**src/rtl/ddr3_app_sequencer.sv**
```systemverilog
// ---------------------------------------------------------------------------
// ddr3_app_sequencer
//
// Purpose:
//   Single-outstanding-transaction bridge between the MCU request port and
//   the MIG 7-series DDR3 application interface, running in the MIG ui_clk
//   domain. A read or write request is accepted over a valid/ready
//   handshake. The block then drives app_en/app_cmd/app_addr and, for
//   writes, one app_wdf beat. It reports completion with one-cycle pulses.
//   Reads are guarded by a watchdog that aborts after RD_TIMEOUT cycles
//   without returned data.
//
// Ports:
//   clk_166M66            MIG ui_clk, the only clock
//   mcu_sys_rst_n         synchronous active-low reset
//   i_init_calib_complete MIG calibration done; gates new requests only
//   i_req_valid / o_req_ready   MCU request handshake
//   i_rw                  1 = write, 0 = read
//   i_address_bus         request address (low 3 bits ignored, BL8 aligned)
//   i_wr_data / i_wr_mask write beat and byte mask (1 = byte not written)
//   o_rd_data / o_rd_valid      read data and its one-cycle valid pulse
//   o_wr_done             pulse: write command and data both accepted
//   o_err                 pulse: read timeout or unexpected read data
//   o_app_*               MIG application interface outputs
//   i_app_rdy, i_app_wdf_rdy, i_app_rd_data, i_app_rd_data_valid
//                         MIG application interface inputs
// ---------------------------------------------------------------------------
module ddr3_app_sequencer #(
    parameter int ADDR_WIDTH = 28,
    parameter int DATA_WIDTH = 128,
    parameter int MASK_WIDTH = 16,
    parameter int RD_TIMEOUT = 1023
) (
    input  logic                  clk_166M66,
    input  logic                  mcu_sys_rst_n,
    input  logic                  i_init_calib_complete,

    input  logic                  i_req_valid,
    output logic                  o_req_ready,
    input  logic                  i_rw,
    input  logic [ADDR_WIDTH-1:0] i_address_bus,
    input  logic [DATA_WIDTH-1:0] i_wr_data,
    input  logic [MASK_WIDTH-1:0] i_wr_mask,
    output logic [DATA_WIDTH-1:0] o_rd_data,
    output logic                  o_rd_valid,
    output logic                  o_wr_done,
    output logic                  o_err,

    output logic [ADDR_WIDTH-1:0] o_app_addr,
    output logic [2:0]            o_app_cmd,
    output logic                  o_app_en,
    input  logic                  i_app_rdy,
    output logic [DATA_WIDTH-1:0] o_app_wdf_data,
    output logic [MASK_WIDTH-1:0] o_app_wdf_mask,
    output logic                  o_app_wdf_wren,
    output logic                  o_app_wdf_end,
    input  logic                  i_app_wdf_rdy,
    input  logic [DATA_WIDTH-1:0] i_app_rd_data,
    input  logic                  i_app_rd_data_valid
);

    localparam int CNT_WIDTH = $clog2(RD_TIMEOUT + 1);

    // The watchdog fires on the edge where the count would reach RD_TIMEOUT,
    // so the block spends exactly RD_TIMEOUT cycles in RD_WAIT before abort.
    localparam logic [CNT_WIDTH-1:0] CNT_LAST = CNT_WIDTH'(RD_TIMEOUT - 1);

    // Clears the three column bits below the BL8 burst boundary.
    localparam logic [ADDR_WIDTH-1:0] ADDR_ALIGN = ~ADDR_WIDTH'(7);

    typedef enum logic [1:0] {
        IDLE,
        WRITE,
        READ_CMD,
        RD_WAIT
    } state_t;

    state_t                r_state;
    state_t                w_next_state;

    logic                  r_req_ready;
    logic                  r_app_en;
    logic                  r_wdf_wren;
    logic                  r_wr_done;
    logic                  r_rd_valid;
    logic                  r_err;
    logic [CNT_WIDTH-1:0]  r_cnt;
    logic [ADDR_WIDTH-1:0] r_app_addr;
    logic [2:0]            r_app_cmd;
    logic [DATA_WIDTH-1:0] r_wdf_data;
    logic [MASK_WIDTH-1:0] r_wdf_mask;
    logic [DATA_WIDTH-1:0] r_rd_data;

    logic                  w_accept;
    logic                  w_en_pending;
    logic                  w_wren_pending;
    logic                  w_req_ready_next;
    logic                  w_app_en_next;
    logic                  w_wdf_wren_next;
    logic                  w_wr_done_next;
    logic                  w_rd_valid_next;
    logic                  w_timeout;
    logic                  w_err_next;
    logic                  w_capture;
    logic [CNT_WIDTH-1:0]  w_cnt_next;

    assign w_accept = i_req_valid & r_req_ready;

    // A write strobe is still outstanding after this edge unless its own
    // ready is seen now; the two strobes retire independently.
    assign w_en_pending   = r_app_en   & ~i_app_rdy;
    assign w_wren_pending = r_wdf_wren & ~i_app_wdf_rdy;

    always_comb begin
        w_next_state    = r_state;
        w_app_en_next   = r_app_en;
        w_wdf_wren_next = r_wdf_wren;
        w_wr_done_next  = 1'b0;
        w_rd_valid_next = 1'b0;
        w_timeout       = 1'b0;
        w_capture       = 1'b0;
        w_cnt_next      = r_cnt;

        case (r_state)
            IDLE: begin
                if (w_accept) begin
                    w_next_state    = i_rw ? WRITE : READ_CMD;
                    w_app_en_next   = 1'b1;
                    w_wdf_wren_next = i_rw;
                end
            end

            WRITE: begin
                w_app_en_next   = w_en_pending;
                w_wdf_wren_next = w_wren_pending;
                if (!w_en_pending && !w_wren_pending) begin
                    w_wr_done_next = 1'b1;
                    w_next_state   = IDLE;
                end
            end

            READ_CMD: begin
                if (i_app_rdy) begin
                    w_app_en_next = 1'b0;
                    w_cnt_next    = '0;
                    w_next_state  = RD_WAIT;
                end
            end

            RD_WAIT: begin
                // Returned data takes priority over an expiring watchdog.
                if (i_app_rd_data_valid) begin
                    w_capture       = 1'b1;
                    w_rd_valid_next = 1'b1;
                    w_next_state    = IDLE;
                end else if (r_cnt == CNT_LAST) begin
                    w_timeout    = 1'b1;
                    w_next_state = IDLE;
                end else begin
                    w_cnt_next = r_cnt + CNT_WIDTH'(1);
                end
            end

            default: begin
                w_next_state = IDLE;
            end
        endcase

        // Read data with no read outstanding is dropped and flagged.
        w_err_next = w_timeout | (i_app_rd_data_valid & (r_state != RD_WAIT));

        // Ready is registered, so it is derived from where the FSM will be.
        w_req_ready_next = (w_next_state == IDLE) & i_init_calib_complete;
    end

    always_ff @(posedge clk_166M66) begin
        if (!mcu_sys_rst_n) begin
            r_state     <= IDLE;
            r_req_ready <= 1'b0;
            r_app_en    <= 1'b0;
            r_wdf_wren  <= 1'b0;
            r_wr_done   <= 1'b0;
            r_rd_valid  <= 1'b0;
            r_err       <= 1'b0;
            r_cnt       <= '0;
        end else begin
            r_state     <= w_next_state;
            r_req_ready <= w_req_ready_next;
            r_app_en    <= w_app_en_next;
            r_wdf_wren  <= w_wdf_wren_next;
            r_wr_done   <= w_wr_done_next;
            r_rd_valid  <= w_rd_valid_next;
            r_err       <= w_err_next;
            r_cnt       <= w_cnt_next;
        end
    end

    // Request fields are captured only in the accept cycle; the MCU may
    // change them freely afterwards.
    always_ff @(posedge clk_166M66) begin
        if (!mcu_sys_rst_n) begin
            r_app_addr <= '0;
            r_app_cmd  <= 3'b000;
            r_wdf_data <= '0;
            r_wdf_mask <= '0;
            r_rd_data  <= '0;
        end else begin
            if (w_accept) begin
                r_app_addr <= i_address_bus & ADDR_ALIGN;
                r_app_cmd  <= {2'b00, ~i_rw};
                r_wdf_data <= i_wr_data;
                r_wdf_mask <= i_wr_mask;
            end
            if (w_capture) begin
                r_rd_data <= i_app_rd_data;
            end
        end
    end

    assign o_req_ready    = r_req_ready;
    assign o_rd_data      = r_rd_data;
    assign o_rd_valid     = r_rd_valid;
    assign o_wr_done      = r_wr_done;
    assign o_err          = r_err;
    assign o_app_addr     = r_app_addr;
    assign o_app_cmd      = r_app_cmd;
    assign o_app_en       = r_app_en;
    assign o_app_wdf_data = r_wdf_data;
    assign o_app_wdf_mask = r_wdf_mask;
    assign o_app_wdf_wren = r_wdf_wren;
    // Every write is a single beat, so the last-beat marker tracks wren.
    assign o_app_wdf_end  = r_wdf_wren;

endmodule

```
**config.mk**
```make
export PLATFORM = sky130hd
export DESIGN_NAME = ddr3_app_sequencer
export DESIGN_NICKNAME = d
export VERILOG_FILES = /design/src/rtl/ddr3_app_sequencer.sv
export SDC_FILE = /design/constraint.sdc
export NUM_CORES = 1
export LEC_CHECK = 0
export BUFFER_PORTS_ARGS = -buffer_cell sky130_fd_sc_hd__buf_2
export CORE_AREA = 2 2 241 243
export CTS_CLUSTER_DIAMETER = 150
export CTS_CLUSTER_SIZE = 14
export DETAILED_ROUTE_END_ITERATION = 7
export DIE_AREA = 0 0 243 245
export PLACE_DENSITY_LB_ADDON = 0.1
export SLEW_MARGIN = 20
export SYNTH_ARGS = -nofsm -noshare
export SYNTH_HDL_FRONTEND = slang
export SYNTH_SLANG_ARGS = --single-unit
export TNS_END_PERCENT = 30
```
**constraint.sdc**
```tcl
create_clock -name clk_166M66 -period 1.96 [get_ports clk_166M66]
set_clock_uncertainty 0.2 [all_clocks]
set_input_delay 0.098 -clock clk_166M66 [delete_from_list [all_inputs] [get_ports clk_166M66]]
set_output_delay 0.098 -clock clk_166M66 [all_outputs]
set_load 0.005 [all_outputs]
```
==> out/metrics.yaml <==
syn_avg_cell_area_sq_um: 9.28
netlist-cell-type-count: 41
arrival_ns: 2.12
rows: 88
grt_pass1_vias: 11463
final.min_clock_period_ns: 1.86
seq_power_share_pct: 50.4
synthCells: 1132
mostFrequentLayoutCell: "buf_2"
fillers: 6114
worst_pin_slew_ns: 0.536
p_int_uw: 10000
grt_max_degree: 77
cts_root_buffer: "clkbuf_16"
rsz0062_at_grt: "no"
synth_edf_count: 0
dr.pass1.iters: 4
setup_viol: 0
post_drt_wl_per_cell_um: 15.8
yosysSeqAreaShare_pct: 60.2
max_freq_ghz: 0.537
vias: 11317
die_w_um: 243
critPathKind: "flop to flop"
routed_via_density: 4.06
final_max_slew_viol_count: 0
antenna_found_initial: 5
whs_path_depth: 3
die_area_sq_mm: 0.0595
ys_ff_latch: 316
track_usage_pct: 14.0
power_frac_clock_pct: 36.4
final_util_pct: 32.2
power_leakage_uw: 0.00833
htreeDepth: 1
period_share_pct: 95.1
drt_iter0_markers: 301
cts_buffers: 26
slew_headroom_pct: 63.7
switching_share_pct: 24.9
clk_latency_ns: 0.56
worstSetupEndpointType: "flop"
io_pins: 618
finalHoldViolations: 0
hp-class: "primary input to flop"
netlist_area_sq_mm: 0.0105
initial_utilization_pct: 18.4
route.antenna.remaining_nets: 0
crit_chain: "and3b_1, o21ai_0, dlygate4sd3_1, o21ai_0, and2_1"
p_per_area_mw_per_mm2: 726
gp_congestion: 0.773
crit_fanout: 5
finalSetupTns_ns: 0
path_depth: 5
reg2regPathDepth: 5
outcome: "completed"
power.switching_uw: 3320
async_flop_share_pct: 0
synth_flop_cell: "dfxtp_1"
drv_cap: 0
dpl.hpwl_um: 31300
drive_gt1_share_pct: 33.8
cts_sinks: 316
grt_pass1_wl_um: 66500
cpMaxStageDelayCell: "dlygate4sd3_1"
cp-start-kind: "flop"
drc_errors: 0
worstPathRequired_ns: 2.22
gr-total-overflow: 0
port_buffers: 609
slowest_delay_ns: 0.55
mostFrequentLayoutCells: "buf_2 (609), nand2_1 (352), dfxtp_1 (314)"
syn2layout_area_growth_pct: 74.5
cts_tree: "yes"
clockBufferDepth: 3
fin_nets: 2332
path_clk_slew_ns: 0.08
core-area_sq_mm: 0.0570
yosysWarnings: 0
die_h_um: 245
critical-path-top-delay-family: "buffers and inverters"
vdd_drop_max_mv: 0.688
cp_num_buf_inv: 1
pwr-share-comb_pct: 13.2
crit_path_frequent_cell: "o21ai_0"
wl_um: 44100
==> metal layers <==
| metal | share of wire [%] | wire, um | GRT usage (%) | vias up |
|---|---|---|---|---|
| li1 | - | - | - | 5622 |
| met1 | 41 | 18000 | 16.0 | 5247 |
| met2 | 48 | 21100 | 24.3 | 391 |
| met3 | 8.7 | 3810 | 5.35 | 53 |
| met4 | 2.6 | 1130 | 3.63 | 4 |
| met5 | 0.054 | 24 | 0 | - |
==> worst paths after layout <==
| kind | slack (ns) | from | end |
|---|---|---|---|
| worst max-delay path | 0.1 | o_req_ready$_SDFF_PN0_ | r_state[1]$_SDFF_PN0_ |
| worst min register to register | 0.25 | o_app_addr[8]$_SDFFE_PN0P_ | o_app_addr[8]$_SDFFE_PN0P_ |
| worst min-delay path | 0.08 | i_app_rd_data[41] | o_rd_data[41]$_SDFFE_PN0P_ |
| worst max register to register | 0.1 | o_req_ready$_SDFF_PN0_ | r_state[1]$_SDFF_PN0_ |
==> worst reg2reg max path: stages (launching register included) <==
cell           delay (ns)
dfxtp_2              0.36
and3b_1              0.21
o21ai_0              0.15
dlygate4sd3_1        0.55
o21ai_0              0.11
and2_1               0.18
==> cell type report <==
cell class              count  area (sq um)  share of cell area, %
clock inverters             1          8.76                 0.0477
clock buffers              27           676                   3.68
flip-flops and latches    316          6330                   34.5
repair buffers            950          6550                   35.7
multi-input cells         722          3790                   20.7
well taps                 765           957                   5.22
inverters                   6          25.0                  0.136
diodes                      3          7.51                 0.0409
==> sequential cells by signal (all words and copies together) (netlist names) <==
register,cells
o_app_wdf_data,128
r_state,2
o_app_wdf_mask,16
o_app_addr,25
o_rd_data,128
o_err,1
o_rd_valid,1
o_app_wdf_end,1
r_cnt,10
o_req_ready,1
o_app_cmd,1
o_app_en,1
o_wr_done,1
==> repair_timing <==
action                                 in CTS  in global routing
endpoints found under the hold margin     315                  0
hold buffers                              306                  0
buffers inserted                            0                  0
gates resized for setup                     0                  2
setup endpoints to repair                   0                  2
==> through the flow <==
stage	total power (uW)	hold slack, ns	setup slack, ns	cells	cell area (sq um)
after detailed placement	8130	0.112	0.176	2453	14600
after CTS	13600	0.0279	0.0451	2787	18300
final	13300	0.0826	0.0962	2790	18300
after global routing	14000	0.0429	0.00136	2790	18300
after floorplan	7350	0.0197	0.288	1136	10500
after global placement	8120	0.109	0.183	2453	14600
==> cell usage after synthesis (2+ instances only) <==
cell	n	share of area (%)
buf_2	35	1.7
buf_4	7	0.50
o21ai_0	7	0.33
o311ai_0	2	0.17
nor3_1	2	0.095
nand3_1	3	0.14
inv_1	5	0.18
a22o_1	128	11
and3b_1	2	0.17
nor2_1	5	0.18
o41ai_1	2	0.17
buf_1	3	0.11
nand4_2	2	0.24
o22ai_1	2	0.12
ha_1	2	0.24
and2_1	4	0.24
a21oi_1	178	8.5
and4_1	2	0.17
or3_1	4	0.24
clkbuf_1	47	1.7
dfxtp_1	316	60
nand2_1	353	13
a31oi_1	2	0.12
and3_1	2	0.12
==> power groups by stage <==
stage | logic, uW | clock network (uW) | registers (uW)
3_3_place_gp | 1270 | 0 | 6850
3_5_place_dp | 1270 | 0 | 6850
6_report | 1760 | 4840 | 6710
2_1_floorplan | 490 | 0 | 6860
5_1_grt | 1940 | 5340 | 6730
4_1_cts | 1790 | 5150 | 6700
==> cell families after synthesis <==
| family | Yosys count | share of synthesized area (%) |
|---|---|---|
| simple gates | 384 | 14.6 |
| compound gates | 330 | 20.7 |
| flops | 316 | 60.2 |
| buf+inv | 98 | 4.17 |
| fa+ha+maj | 2 | 0.238 |
| mux | 1 | 0.0952 |
| other cells | 1 | 0.0357 |
Note: power is estimated with default switching activity, not from simulation.
